===== src/rtl/pipe_ctrl_defs.sv =====
// State encodings of pipe_ctrl for files that prefer macros over the package enum.
// Values must stay in step with pc_state_e in pipe_ctrl_pkg.
`ifndef PIPE_CTRL_DEFS_V
`define PIPE_CTRL_DEFS_V
`define PC_RUN      2'd0
`define PC_LOAD_USE 2'd1
`define PC_FLUSH    2'd2
`define PC_MEM_WAIT 2'd3
`endif


===== src/rtl/pipe_ctrl_pkg.sv =====
// Shared types for the pipeline control unit: FSM states and the control bundle.
package pipe_ctrl_pkg;

  typedef enum logic [1:0] {
    ST_RUN      = 2'd0,
    ST_LOAD_USE = 2'd1,
    ST_FLUSH    = 2'd2,
    ST_MEM_WAIT = 2'd3
  } pc_state_e;

  typedef struct packed {
    logic stall_fe;
    logic stall_de;
    logic stall_ex;
    logic bubble_ex;
    logic flush_fe_de;
  } ctrl_t;

  // A slot counter at 1 (or 0) is serving its final cycle.
  function automatic logic last_slot(input logic [2:0] cnt);
    return cnt <= 3'd1;
  endfunction

endpackage


===== src/rtl/pipe_ctrl_lu_detect.sv =====
// Load-use hazard comparator: decode reads the register a load in exec is writing.
// Purely combinational so decode can reuse it for its own forwarding checks.
module lu_detect (
  input  logic       ex_valid,
  input  logic       ex_is_load,
  input  logic [4:0] ex_rd,
  input  logic       de_valid,
  input  logic [4:0] de_rs1,
  input  logic [4:0] de_rs2,
  input  logic       de_use_rs1,
  input  logic       de_use_rs2,
  output logic       hit
);

  logic src_match;

  assign src_match = (de_use_rs1 && (de_rs1 == ex_rd)) ||
                     (de_use_rs2 && (de_rs2 == ex_rd));

  // x0 is hard-wired zero, so a load targeting it never creates a hazard.
  assign hit = ex_valid && ex_is_load && (ex_rd != 5'd0) && de_valid && src_match;

endmodule


===== src/rtl/pipe_ctrl.sv =====
// Pipeline sequencing for the rv32i core: load-use stalls, redirect flushes, memory waits.
// Optional PIPE_CTRL_PERF_EN adds stall-cycle and redirect performance counters.
module pipe_ctrl
  import pipe_ctrl_pkg::*;
#(
  parameter int LOAD_LAT     = 2,
  parameter int FLUSH_CYCLES = 2
) (
  input  logic       clk,
  input  logic       rst_n,
  input  logic       de_valid,
  input  logic [4:0] de_rs1,
  input  logic [4:0] de_rs2,
  input  logic       de_use_rs1,
  input  logic       de_use_rs2,
  input  logic       ex_valid,
  input  logic       ex_is_load,
  input  logic [4:0] ex_rd,
  input  logic       ex_redirect,
  input  logic       mem_busy,
  output logic       stall_fe,
  output logic       stall_de,
  output logic       stall_ex,
  output logic       bubble_ex,
  output logic       flush_fe_de,
  output logic [1:0] state_o
`ifdef PIPE_CTRL_PERF_EN
  ,
  input  logic        perf_clr,
  output logic [31:0] perf_stall_cyc,
  output logic [31:0] perf_flush_cnt
`endif
);

  localparam logic [2:0] LL_LOAD = 3'(LOAD_LAT - 1);
  localparam logic [2:0] FC_LOAD = 3'(FLUSH_CYCLES - 1);

  pc_state_e  state, next_state;
  logic [2:0] cnt, cnt_n;
  logic       saved_lu, saved_lu_n;
  logic       lu_hit, redir, accept;
  ctrl_t      ctl;

  lu_detect u_lu_detect (
    .ex_valid   (ex_valid),
    .ex_is_load (ex_is_load),
    .ex_rd      (ex_rd),
    .de_valid   (de_valid),
    .de_rs1     (de_rs1),
    .de_rs2     (de_rs2),
    .de_use_rs1 (de_use_rs1),
    .de_use_rs2 (de_use_rs2),
    .hit        (lu_hit)
  );

  // Exec keeps a redirect asserted until memory is free to accept it.
  assign redir = ex_redirect && !mem_busy;

  always_ff @(posedge clk or negedge rst_n) begin
    if (!rst_n) begin
      state    <= ST_RUN;
      cnt      <= 3'd0;
      saved_lu <= 1'b0;
    end else begin
      state    <= next_state;
      cnt      <= cnt_n;
      saved_lu <= saved_lu_n;
    end
  end

  always_comb begin
    ctl        = '0;
    next_state = state;
    cnt_n      = cnt;
    saved_lu_n = saved_lu;
    accept     = 1'b0;
    if (redir) begin
      // Highest priority from any state; in FLUSH this reloads the slot count.
      accept          = 1'b1;
      ctl.flush_fe_de = 1'b1;
      ctl.bubble_ex   = 1'b1;
      cnt_n           = FC_LOAD;
      if (FLUSH_CYCLES > 1) next_state = ST_FLUSH;
      else                  next_state = ST_RUN;
    end else begin
      case (state)
        ST_RUN: begin
          if (mem_busy) begin
            ctl.stall_fe = 1'b1;
            ctl.stall_de = 1'b1;
            saved_lu_n   = 1'b0;
            next_state   = ST_MEM_WAIT;
          end else if (lu_hit) begin
            ctl.stall_fe  = 1'b1;
            ctl.stall_de  = 1'b1;
            ctl.bubble_ex = 1'b1;
            cnt_n         = LL_LOAD;
            if (LOAD_LAT > 1) next_state = ST_LOAD_USE;
            else              next_state = ST_RUN;
          end
        end
        ST_LOAD_USE: begin
          ctl.stall_fe = 1'b1;
          ctl.stall_de = 1'b1;
          if (mem_busy) begin
            // No bubble this cycle: the remaining bubble count is frozen.
            saved_lu_n = 1'b1;
            next_state = ST_MEM_WAIT;
          end else begin
            ctl.bubble_ex = 1'b1;
            if (last_slot(cnt)) begin
              cnt_n      = 3'd0;
              next_state = ST_RUN;
            end else begin
              cnt_n = cnt - 3'd1;
            end
          end
        end
        ST_FLUSH: begin
          ctl.flush_fe_de = 1'b1;
          ctl.bubble_ex   = 1'b1;
          if (last_slot(cnt)) begin
            cnt_n      = 3'd0;
            next_state = ST_RUN;
          end else begin
            cnt_n = cnt - 3'd1;
          end
        end
        default: begin
          ctl.stall_fe = 1'b1;
          ctl.stall_de = 1'b1;
          if (!mem_busy) begin
            if (saved_lu) next_state = ST_LOAD_USE;
            else          next_state = ST_RUN;
          end
        end
      endcase
    end
    ctl.stall_ex = mem_busy;
  end

  assign stall_fe    = rst_n && ctl.stall_fe;
  assign stall_de    = rst_n && ctl.stall_de;
  assign stall_ex    = rst_n && ctl.stall_ex;
  assign bubble_ex   = rst_n && ctl.bubble_ex;
  assign flush_fe_de = rst_n && ctl.flush_fe_de;
  assign state_o     = rst_n ? state : ST_RUN;

`ifdef PIPE_CTRL_PERF_EN
  always_ff @(posedge clk or negedge rst_n) begin
    if (!rst_n) begin
      perf_stall_cyc <= 32'd0;
      perf_flush_cnt <= 32'd0;
    end else if (perf_clr) begin
      perf_stall_cyc <= 32'd0;
      perf_flush_cnt <= 32'd0;
    end else begin
      if (stall_de) perf_stall_cyc <= perf_stall_cyc + 32'd1;
      if (accept)   perf_flush_cnt <= perf_flush_cnt + 32'd1;
    end
  end
`endif

endmodule

===== config.mk =====
export PLATFORM = sky130hd
export DESIGN_NAME = pipe_ctrl
export DESIGN_NICKNAME = d
export VERILOG_FILES = /design/src/rtl/pipe_ctrl_defs.sv /design/src/rtl/pipe_ctrl_pkg.sv /design/src/rtl/pipe_ctrl_lu_detect.sv /design/src/rtl/pipe_ctrl.sv
export SDC_FILE = /design/constraint.sdc
export NUM_CORES = 1
export LEC_CHECK = 0
export ABC_AREA = 1
export BUFFER_PORTS_ARGS = -buffer_cell sky130_fd_sc_hd__buf_2
export CAP_MARGIN = 40
export CORE_MARGIN = 2
export CORE_UTILIZATION = 50
export DETAILED_ROUTE_END_ITERATION = 10
export GPL_TIMING_DRIVEN = 0
export HOLD_SLACK_MARGIN = 0.12
export PLACE_DENSITY = 0.81
export SYNTH_ARGS = -nofsm -noshare
export SYNTH_HDL_FRONTEND = slang
export SYNTH_SLANG_ARGS = --single-unit

===== constraint.sdc =====
create_clock -name clk -period 2.9 [get_ports clk]
set_input_delay 0.725 -clock clk [delete_from_list [all_inputs] [get_ports clk]]
set_output_delay 0.725 -clock clk [all_outputs]
set_load 0.1 [all_outputs]

Word level (Yosys, flattened, before mapping)
Cells that the tools add are included.
{"block": "totals", "ff_bits": 6, "latch_bits": 0, "ramBits": 0, "rom_bits": 0, "input_bits": 24, "word_cells": 66, "n_memories": 0}
{"block": "op_classes", "add_sub_neg": 1, "multipliers": 0, "n_div": 0, "n_lt_le_gt_ge": 1, "eq_ne": 11, "n_shift": 0, "n_mux": 28, "bitwise_logic": 1, "reduce_logical": 21}
{"cell": "2-bit 2-to-1 mux", "count": 11}
{"cell": "3-bit 2-to-1 mux", "count": 5}
{"cell": "1-bit logical AND", "count": 12}
{"cell": "5-bit equality test", "count": 2}
{"cell": "3-bit inequality test, second input constant", "count": 3}
{"cell": "3-bit one-hot mux with 3 select lines", "count": 1}
{"cell": "4-bit AND reduction", "count": 2}
{"cell": "1-bit 2-to-1 mux", "count": 7}
{"cell": "2-bit one-hot mux with 3 select lines", "count": 1}
{"cell": "5-bit by 1-bit inequality test with 1-bit output, second input constant", "count": 1}
{"cell": "5-bit nonzero test", "count": 1}
{"cell": "2-bit inequality test, second input constant", "count": 2}
{"cell": "4-bit inequality test, second input constant", "count": 1}
{"cell": "2-bit one-hot mux with 2 select lines", "count": 1}
{"cell": "4-bit nonzero test", "count": 1}
{"cell": "3-bit by 1-bit <= comparator with 1-bit output, second input constant", "count": 1}
{"cell": "1-bit one-hot mux with 3 select lines", "count": 1}
{"cell": "3-bit by 1-bit subtractor with 3-bit output, second input constant", "count": 1}
{"cell": "2-bit by 1-bit equality test with 1-bit output, second input constant", "count": 1}
{"cell": "2-bit equality test, second input constant", "count": 1}
{"cell": "2-bit zero test", "count": 1}
{"cell": "1-bit one-hot mux with 2 select lines", "count": 1}
{"cell": "2-bit AND reduction", "count": 1}
{"cell": "2-bit nonzero test", "count": 1}
{"cell": "other kinds (3)", "count": 3}

Logic depth before layout (Yosys ltp)
{"block": "logic_depth", "ltp_word": 9, "depth_mapped": 11}

Cells and area by module
Synthesis repeated with hierarchy kept, for this count alone.
{"block": "unflattened", "hier_cells": 148, "hier_area_um2": 832.0}
{"module": "pipe_ctrl", "n_inst": 1, "cells_each": 92, "area_each_um2": 606.8}
{"module": "lu_detect", "n_inst": 1, "cells_each": 56, "area_each_um2": 225.2}

Worst setup path before layout
OpenSTA, ideal clock, no wires.
{"block": "synth_path", "kind": "input to output", "start": "in ex_rd[1]", "end": "out stall_fe", "arrival_ns": 3.174, "required_ns": 2.175, "slack_ns": -0.999, "cell_stages": 9, "cell_sequence": "inv_2 nand2_2 nand2_1 nor2_1 nand3_1 nand2_2 nand2_4 a21oi_1 buf_4"}
{"block": "synth_between", "elab_chain_cells": 9, "word_cells_on_any_way": 14, "classes_between": "2 x eq/ne; 4 x mux; 8 x reduce/logical"}
{"item": "from (decl)", "line_no": "pipe_ctrl.sv:18", "rtl": "input logic [4:0] ex_rd,"}
{"item": "5-bit equality test (tied with other cells)", "line_no": "pipe_ctrl_lu_detect.sv:17", "rtl": "assign src_match = (de_use_rs1 && (de_rs1 == ex_rd)) ||"}
{"item": "1-bit logical AND (on tied branches)", "line_no": "pipe_ctrl_lu_detect.sv:17, pipe_ctrl_lu_detect.sv:18, pipe_ctrl_lu_detect.sv:21"}
{"item": "1-bit logical OR / 1-bit logical AND (equally long branches)", "line_no": "pipe_ctrl_lu_detect.sv:17, pipe_ctrl_lu_detect.sv:21"}
{"item": "1-bit logical AND *", "line_no": "pipe_ctrl_lu_detect.sv:21", "rtl": "assign hit = ex_valid && ex_is_load && (ex_rd != 5'd0) && de_valid && src_match;"}
{"item": "2-bit 2-to-1 mux *", "line_no": "pipe_ctrl.sv:93", "rtl": "end else if (lu_hit) begin"}
{"item": "2-bit 2-to-1 mux *", "line_no": "pipe_ctrl.sv:88", "rtl": "if (mem_busy) begin"}
{"item": "2-bit one-hot mux with 2 select lines *", "line_no": "pipe_ctrl.sv:86", "rtl": "case (state)"}
{"item": "2-bit 2-to-1 mux *", "line_no": "pipe_ctrl.sv:77", "rtl": "if (redir) begin"}
{"item": "1-bit logical AND *", "line_no": "pipe_ctrl.sv:142", "rtl": "assign stall_fe = rst_n && ctl.stall_fe;"}
{"item": "to (decl)", "line_no": "pipe_ctrl.sv:21", "rtl": "output logic stall_fe,"}
Mark *: on every way between the ends. The rest lies on a longest branch, timed or not.

Final worst setup path
Same ends and word-level chain as after synthesis.

==> results.toml <==
[outcome]
outcome = "finished clean"

[route]
viasPerCell = 4.99
drc_errors = 0
drtIter0Drc = 33
drt-total-wl_microns = 1900
routedWlPerCell_microns = 10.0
dr.pass1.iters = 4
vias = 944
antenna_left = 0

[timing]
hold_violations = 0
fin_crit_sh_pct = 95.4
slew_viol_final = 0
relSlewSlack_pct = 67.4
grt_setup_unrepaired = "false"
skew_ps = 9.50
setup_viol = 0
min_period_ps = 2770
max_freq_mhz = 361
worst_slew_pin_slew_ps = 493
fin_setup_tns_ps = 0

[synthesis]
ys_async_sr_fraction_pct = 100
yosysUniqueCellTypes = 26
synth-seq-cells = 6
yosys_warnings = 0
yosys-top-cells-area = "nand2_1 (21%), dfrtp_1 (18%), inv_1 (9.5%)"
syn_inst = 140
synthTopCellsByCount = "nand2_1 (46), inv_1 (21), nor2_1 (13), nand3_1 (11), inv_2 (8)"
synth_area_sq_um = 832
synth_compound_area_share_pct = 12.2
synth.most_common_cell = "nand2_1"
ys.flop_type = "dfrtp_1"
synth_largest_area_cell = "nand2_1"
synth.avg_cell_area_sq_um = 5.94
yosysTopAreaCellShare_pct = 20.8
post_synth_fa_ha_maj_area_fraction_pct = 9.02
synth_fp_nets = 170
synth_top_family_by_area = "simple AND/OR/NAND/NOR gates"
synthSimpleGateAreaFrac_pct = 45.1
synth-edff-count = 0
synthMuxAreaShare_pct = 0
synth-xor-area-share_pct = 1.05
yosysSeqAreaShare_pct = 18.0

[global_routing]
globalRoute.totalOverflow = 0
grt_antenna_before_repair = 0
grt_pass1_wl_microns = 3160
grt_start_max_net_pins = 12
grt_pass1_vias = 823
grt_usage_pct = 21.6

[setup_path]
ff2ff_path_depth = 9
end_kind = "output pin"
crit_chain = "buf_2, inv_2, nand2_1, nand2_1, nor2_1, nand3_1, nand2_2, nand2_4, a21oi_4, buf_4, buf_2"
cp-start-kind = "input pin"
r2r_end = "cnt[2]"
critPathMaxFanout = 3
slowest_delay_ps = 410
r2r_slack_ps = 1250
reg2reg_from = "state[1]"
worstSetupPathType = "input pin to output pin"
crit_start = "ex_rd[1]"
cp_data_required_time_ps = 2170
arrival_ps = 2040
slowest_stage = "buf_2"

[layout]
final_cells = 189
fin_util_pct = 67.6
drive_above_1_share_pct = 34.1
syn2layout_area_growth_pct = 25.3
nNetsFinal = 205
n_antenna_cell = 0

[place]
port_buffers = 30
dp_hpwl_microns = 1600
place_congestion = 0.808
dp_cells = 186

[power_and_ir_drop]
power.total_uw = 926
switching_share_pct = 59.0
leakage_uw = 0.000668
power_frac_clock_pct = 8.4
seq_power_share_pct = 17.3
p_int_uw = 380
ir_drop_mv = 0.648
combPwrFrac_pct = 74.3
p_per_area_nw_per_um2 = 889
p_sw_uw = 547

[clock_network]
insertion_delay_ps = 250
post-cts-setup-buffer-count = 0
cts_tree = "yes"
cts_num_sinks = 6
cts-hold-fix-buffers = 0
cts_buffers = 3
htree_num_levels = 1
cts-root-buf = "clkbuf_4"
clk_pin_slew_ps = 50
clock_path_buffers = 2

[floorplan]
die_h_microns = 44.8
start_util_pct = 54.0
fp.coreArea_sq_um = 1540
num_io_pins = 31
die_w_microns = 44.8
row_count = 14
dieArea_sq_um = 2010

[job]
maxCapViolations = 0

[hold_path]
hold_class = "input pin to async pin"
placed cells by master, fill, tap and decap left out, types with 2 or more instances in the layout:
cell	synthesis	routed
nand2_1	46	46
buf_2	0	29
inv_1	21	21
nor2_1	13	13
nand3_1	11	11
inv_2	8	8
ha_1	6	6
dfrtp_1	6	6
nand2_4	4	4
clkbuf_4	0	4
o21ai_2	3	3
nand2_2	2	2
a21oi_2	1	2
o21ai_0	2	2
a31oi_1	2	2
worst max-delay path, delay by kind of cell:
kind | cells | cell delay (ps)
and+or+nand+nor | 6 | 510
buffers and inverters | 4 | 680
AOI/OAI and AO/OA | 1 | 130
layer usage:
metal | GRT usage [%] | wire length [microns]
met1 | 21.1 | 748
met2 | 42.0 | 1000
met3 | 6.40 | 112
met4 | 8.24 | 37
met5 | 0 | 0
power by group through the flow:
stage / sequential [uW] / clock, uW / combinational [uW]
finish: 160 / 78.2 / 688
global route: 166 / 85.6 / 755
CTS: 160 / 81.3 / 686
detailed placement: 162 / 0 / 682
global placement: 159 / 0 / 667
floorplan: 150 / 0 / 575
sequential cells by signal, summed over array words and instances (netlist names):
name	cells
cnt	3
saved_lu	1
state	2
worst max-delay path by stage:
| stage | cells after the start | endpoint | slack [ps] |
|---|---|---|---|
| 2_1_floorplan | 10 | bubble_ex | 7 |
| 3_3_place_gp | 12 | bubble_ex | 160 |
| 3_5_place_dp | 11 | stall_fe | 130 |
| 4_1_cts | 9 | bubble_ex | 90 |
| 5_1_grt | 9 | bubble_ex | 30 |
| 6_report | 11 | stall_fe | 130 |
kinds of logic after synthesis:
kind of cell	after synthesis
AO/OA/AOI/OAI	15
flip-flops	6
adder cells (fa/ha/maj)	6
AND/OR/NAND/NOR	81
XOR/XNOR	1
buffers and inverters	31
layout make-up:
type | instances | area, sq um
plain buffers | 1 | 7.51
clock buffers | 3 | 22.5
fillers | 149 | 499
inverters | 30 | 114
multi-input cells | 103 | 576
flip-flops and latches | 6 | 150
well taps | 16 | 20.0
repair buffers | 30 | 153
through the flow:
stage          hold WS (ps)  worst slack, ps  area, sq um
2_1_floorplan           429             6.60          847
3_3_place_gp            483              165         1020
3_5_place_dp            508              126         1020
4_1_cts                 317             87.0         1040
5_1_grt                 333             33.8         1040
6_report                323              132         1040
timing repair:
item                                    4_1_cts  5_1_grt
gates resized for setup                       0        1
endpoints found under the setup margin        0        1
hold endpoints to repair                      0        0
(Power assumes the default switching activity.)
